--- config.mk ---
export PLATFORM = sky130hd
export DESIGN_NAME = masked_andxor_pipe
export DESIGN_NICKNAME = d
export VERILOG_FILES = /design/src/rtl/masked_andxor_pipe.sv
export SDC_FILE = /design/constraint.sdc
export NUM_CORES = 1
export LEC_CHECK = 0
export ABC_AREA = 1
export BUFFER_PORTS_ARGS = -buffer_cell sky130_fd_sc_hd__buf_2
export CORE_MARGIN = 2
export CORE_UTILIZATION = 50
export CTS_CLUSTER_SIZE = 24
export DETAILED_ROUTE_END_ITERATION = 16
export PLACE_DENSITY = 0.75
export REMOVE_ABC_BUFFERS = 1
export SLEW_MARGIN = 10
export SYNTH_ARGS = -nofsm -noshare
export SYNTH_HDL_FRONTEND = slang
export SYNTH_SLANG_ARGS = --single-unit
export TNS_END_PERCENT = 20
--- constraint.sdc ---
create_clock -name clk -period 2.16 [get_ports clk]
set_clock_uncertainty 0.15 [all_clocks]
set_input_delay 0.216 -clock clk [delete_from_list [all_inputs] [get_ports clk]]
set_output_delay 0.216 -clock clk [all_outputs]
set_load 0.005 [all_outputs]
--- src/rtl/masked_andxor_pipe.sv ---
// Masked q = (a & b) ^ c on NS-share Boolean-masked operands. Stage 1 registers every
// a_i&b_j term with its own mask, and stage 2 XOR-folds each share row.

// One share row i: registers NS terms t[j] = a_i & b_j ^ m[j], then folds them into q_i.
module masked_andxor_row #(
    parameter int NS    = 3,
    parameter int WIDTH = 4
) (
    input  logic                       clk,
    input  logic                       rst,
    input  logic                       ld1,
    input  logic                       ld2,
    input  logic [WIDTH-1:0]           a_i,
    input  logic [NS*WIDTH-1:0]        b_sh,
    input  logic [NS-1:0][WIDTH-1:0]   m,
    output logic [WIDTH-1:0]           q_i
);
    // Each term has its own flop. Nothing may merge two cross terms ahead of this barrier.
    (* keep = "true" *) logic [NS-1:0][WIDTH-1:0] t;
    logic [WIDTH-1:0] fold;

    always_ff @(posedge clk or posedge rst) begin
        if (rst) begin
            t <= '0;
        end else if (ld1) begin
            for (int j = 0; j < NS; j++)
                t[j] <= (a_i & b_sh[j*WIDTH +: WIDTH]) ^ m[j];
        end
    end

    always_comb begin
        fold = '0;
        for (int j = 0; j < NS; j++)
            fold = fold ^ t[j];
    end

    always_ff @(posedge clk or posedge rst) begin
        if (rst)      q_i <= '0;
        else if (ld2) q_i <= fold;
    end
endmodule

module masked_andxor_pipe #(
    parameter int NS    = 3,
    parameter int WIDTH = 4,
    parameter int CNT_W = 16
) (
    input  logic                           clk,
    input  logic                           rst,
    input  logic                           in_valid,
    output logic                           in_ready,
    input  logic [NS*WIDTH-1:0]            a_sh,
    input  logic [NS*WIDTH-1:0]            b_sh,
    input  logic [NS*WIDTH-1:0]            c_sh,
    input  logic [NS*(NS-1)/2*WIDTH-1:0]   rnd,
    input  logic                           rnd_valid,
    output logic                           out_valid,
    input  logic                           out_ready,
    output logic [NS*WIDTH-1:0]            q_sh,
    output logic [CNT_W-1:0]               op_cnt
);
    localparam int RW = NS*(NS-1)/2*WIDTH;

    // Lexicographic index of pair (lo, hi), where lo < hi.
    function automatic int pair_idx(input int lo, input int hi);
        return lo*NS - lo*(lo+1)/2 + (hi - lo - 1);
    endfunction

    logic s1_valid, s2_free, acc, ld2;
    logic [NS-1:0][NS-1:0][WIDTH-1:0] m;

    assign s2_free  = !out_valid | out_ready;
    assign in_ready = !s1_valid | s2_free;
    assign acc      = in_valid & rnd_valid & in_ready;
    assign ld2      = s1_valid & s2_free;

    // The inner term is masked by c_i. Terms (i,j) and (j,i) share the pair's fresh slice.
    always_comb begin
        m = '0;
        for (int i = 0; i < NS; i++)
            for (int j = 0; j < NS; j++)
                if (i == j) m[i][j] = c_sh[i*WIDTH +: WIDTH];
                else        m[i][j] = rnd[pair_idx(i < j ? i : j, i < j ? j : i)*WIDTH +: WIDTH];
    end

    for (genvar i = 0; i < NS; i++) begin : g_row
        masked_andxor_row #(.NS(NS), .WIDTH(WIDTH)) u_row (
            .clk  (clk),
            .rst  (rst),
            .ld1  (acc),
            .ld2  (ld2),
            .a_i  (a_sh[i*WIDTH +: WIDTH]),
            .b_sh (b_sh),
            .m    (m[i]),
            .q_i  (q_sh[i*WIDTH +: WIDTH])
        );
    end

    always_ff @(posedge clk or posedge rst) begin
        if (rst) begin
            s1_valid  <= 1'b0;
            out_valid <= 1'b0;
            op_cnt    <= '0;
        end else begin
            if (acc)          s1_valid <= 1'b1;
            else if (s2_free) s1_valid <= 1'b0;
            if (ld2)            out_valid <= 1'b1;
            else if (out_ready) out_valid <= 1'b0;
            if (acc && op_cnt != {CNT_W{1'b1}})
                op_cnt <= op_cnt + 1'b1;
        end
    end
endmodule

==> parameters.txt <==
Parameter                              Value

Power
  Internal power ... 2.65 mW
  Register share of total power ... 46.3%
  Largest voltage drop on the vdd net ... 0.512 mV
  P_sw ... 1.13 mW
  Leakage ... 2.08 nW
  Clock network fraction of design power ... 30.5%
  Portion of total power attributed to combinational logic ... 23.2%
  Fraction of power spent switching nets ... 30.0%
  Power per cell area ... 903 mW/mm^2
  Pwr Total ... 3.79 mW

Finish
  Total number of nets in the final design ... 550
  N_diodes ... 0
  Share of cells above drive strength 1 ... 24.6%
  Fraction of the core area covered by cells at the end of the flow ... 62.1%
  Synth-to-layout area growth ... 20.3%

CTS
  Buffers inserted during post-CTS setup optimization ... 0
  Clk_lat worst skew ... 0.33 ns
  CTS root buffer ... sky130_fd_sc_hd__clkbuf_8
  Number of sinks driven by the clock tree ... 66
  Deepest clock path buffer count ... 2
  CTS tree ... yes
  Register clock-pin slew on the reported worst setup and hold paths ... 0.07 ns
  Number of buffers created by CTS ... 9
  Number of H-tree levels ... 3

Worst setup path
  Crit Path Max Fanout ... 11
  Kind of end point of the critical path ... flop
  Data required time at the worst endpoint ... 2.27 ns
  Worst setup path category ... flop to flop
  Data arrival time of the critical path ... 2.13 ns
  Startpoint type of the worst setup path ... flop

STA
  Worst slew pin tran ... 0.717 ns
  Max Freq ... 495 MHz
  Final-layout worst hold slack ... 0.0233 ns
  Final setup violation count ... 0
  Final critical-path required period ... 2.02 ns
  RSZ-0062 raised after global routing ... no
  Slew Limit Fails ... 0
  Relative slew slack ... 52.2%
  Final Worst Setup Slack ... 0.142 ns
  Accumulated negative setup slack ... 0 ns
  Final hold violation count ... 0
  Fraction of the cycle the final worst path needs ... 93.4%

Synthesis
  Main synth FF type ... sky130_fd_sc_hd__dfrtp_1
  Leading cell types by count after synthesis ... sky130_fd_sc_hd__nand2_1 (150), sky130_fd_sc_hd__dfrtp_1 (66), sky130_fd_sc_hd__xor2_1 (54)
  Mapped Avg Cell Area ... 8.53 um^2
  Dominant cell type by area after synthesis ... sky130_fd_sc_hd__dfrtp_1
  Area share of the largest cell type after synthesis ... 47.3%
  Area contributors post-synth ... sky130_fd_sc_hd__dfrtp_1 (47%), sky130_fd_sc_hd__nand2_1 (16%), sky130_fd_sc_hd__xor2_1 (14%)
  FFs w/ async S/R, synth ... 100%
  Library cells used by synthesis ... 21
  Flop and latch count out of synthesis ... 66
  Most numerous cell in the Yosys netlist ... sky130_fd_sc_hd__nand2_1
  Number of enable flip-flop cells after synthesis ... 0
  Number of synthesis warnings ... 0
  Sequential element share of the synthesized area ... 47.3%
  Netlist area before placement ... 0.00349 mm^2
  Post-synthesis cell count ... 409

Global route
  Overall routing resource usage ... 19.6%
  Overflow left after global routing ... 0
  Via count of the first global-routing pass ... 2727
  Largest net degree at the start of global routing ... 75
  Number of antenna violations at the first check in global routing ... 0
  Wire length of the first global-routing pass ... 11.9 mm

Placed design
  GPL Wtd Cong ... 0.837
  Worst setup timing slack at the placement stage ... 0.0517 ns
  Number of buffers inserted by port buffering ... 82
  Total half-perimeter wirelength after legalization and detailed placement ... 5.03 mm

Routing
  Vias per Instance ... 4.91
  WL final ... 6.92 mm
  Antenna Nets Post-Route ... 0
  Vias after detailed routing ... 2846
  Routed wire length per instance ... 11.9 um
  Residual DRC count ... 0
  Detailed Routing Iterations Pass 1 ... 4
  Detailed Route Iter0 Violations ... 106

Floorplan
  Die height ... 87.5 um
  Count of pins on the block boundary ... 83
  Die ar. ... 0.00766 mm^2
  Placeable core area ... 0.00676 mm^2
  Initial core utilization ... 51.6%
  Cell Rows ... 30
  Die width ... 87.5 um

Worst hold path
  Hold WC Path Type ... primary input to flop

Job
  Max cap viols ... 0

Run status
  Outcome ... finished, final reports clean
==> layer usage <==
metal / share of wire (%) / vias to the layer above / routed length (um) / track usage (%)
met5: 0 / - / 0 / 0
met4: 2.1 / 0 / 148 / 8.39
met3: 5.6 / 12 / 387 / 3.49
met2: 47 / 78 / 3230 / 31.3
met1: 46 / 1289 / 3160 / 26.4
li1: - / 1467 / - / -
==> logic make-up (layout without fill, tap and decap cells) <==
family | count (synthesis) | in the layout | share of synthesized area (%)
AND/OR/NAND/NOR | 192 | 193 | 23.1
XOR/XNOR | 66 | 66 | 16.6
flip-flops | 66 | 66 | 47.3
AO/OA/AOI/OAI | 55 | 55 | 8.53
buffers and inverters | 29 | 119 | 4.16
adder cells (fa/ha/maj) | 1 | 1 | 0.358
==> worst paths after layout <==
| kind | start | endpoint | slack, ns | depth (start not counted) |
|---|---|---|---|---|
| worst max register to register | op_cnt[0] | op_cnt[10] | 0.14 | 8 |
| worst min register to register | g_row[0].u_row.q_i[0] | g_row[0].u_row.q_i[0] | 0.33 | 2 |
| max in group asynchronous | rst | op_cnt[14] | 0.99 | 4 |
| min in group asynchronous | rst | g_row[1].u_row.t[3] | 0.27 | 3 |
| worst max-delay path | op_cnt[0] | op_cnt[10] | 0.14 | 8 |
| worst min-delay path | c_sh[4] | g_row[1].u_row.t[4] | 0.02 | 3 |
==> cell usage in the layout (no fill, tap or decap) <==
cell type	instances
sky130_fd_sc_hd__nand3_2	3
sky130_fd_sc_hd__buf_12	1
sky130_fd_sc_hd__clkbuf_8	11
sky130_fd_sc_hd__nand4_1	6
sky130_fd_sc_hd__buf_4	3
sky130_fd_sc_hd__clkbuf_1	2
sky130_fd_sc_hd__nand3_1	8
sky130_fd_sc_hd__o21ai_0	48
sky130_fd_sc_hd__xnor2_1	12
sky130_fd_sc_hd__nand2_2	6
sky130_fd_sc_hd__o21ai_1	1
sky130_fd_sc_hd__nor2_4	3
sky130_fd_sc_hd__dfrtp_1	66
sky130_fd_sc_hd__ha_1	1
sky130_fd_sc_hd__nor2_1	15
sky130_fd_sc_hd__dlygate4sd3_1	1
sky130_fd_sc_hd__inv_1	13
sky130_fd_sc_hd__nand2_1	150
sky130_fd_sc_hd__o21ai_2	6
sky130_fd_sc_hd__bufinv_16	2
sky130_fd_sc_hd__inv_2	4
sky130_fd_sc_hd__xor2_1	54
sky130_fd_sc_hd__nor2_2	2
sky130_fd_sc_hd__buf_2	82
==> per-stage QoR <==
step | cell area (um^2) | std cells
finish | 4200 | 580
global route | 4200 | 580
CTS | 4190 | 579
detailed placement | 3960 | 563
global placement | 3960 | 563
floorplan | 3410 | 397
==> state kept, by name, summed over array words and instances (netlist names) <==
| name | flops |
|---|---|
| g_row.u_row.q_i | 12 |
| s1_valid | 1 |
| g_row.u_row.t | 36 |
| out_valid | 1 |
| op_cnt | 16 |
==> power by group through the flow <==
stage | registers (mW) | logic (mW) | clock network, mW
6_report | 1.75 | 0.879 | 1.15
5_1_grt | 1.79 | 1.01 | 1.24
4_1_cts | 1.75 | 0.897 | 1.18
3_5_place_dp | 1.77 | 0.892 | 0
3_3_place_gp | 1.76 | 0.871 | 0
2_1_floorplan | 1.74 | 0.538 | 0
==> cell type report <==
class | count | area (um^2)
inverter | 17 | 63.8
sequential | 66 | 1650
clock inverter | 2 | 60.1
fill | 593 | 2560
tap | 80 | 100
timing repair buffer | 87 | 463
multi-input combinational | 315 | 1700
clock buffer | 13 | 159
==> critical path, cell delays in order, from the launching register on <==
cell	delay (ns)
sky130_fd_sc_hd__dfrtp_1	0.45
sky130_fd_sc_hd__ha_1	0.29
sky130_fd_sc_hd__nand3_2	0.13
sky130_fd_sc_hd__inv_2	0.05
sky130_fd_sc_hd__nand2_2	0.07
sky130_fd_sc_hd__nor2_4	0.05
sky130_fd_sc_hd__nor2_2	0.57
sky130_fd_sc_hd__nand2_2	0.11
sky130_fd_sc_hd__o21ai_2	0.08
==> what timing repair did <==
| item | in CTS | in global routing |
|---|---|---|
| gates resized for setup | 0 | 0 |
| endpoints found under the setup margin | 0 | 9 |
| hold endpoints to repair | 19 | 0 |
| hold buffers | 1 | 0 |
(Power assumes the default switching activity.)
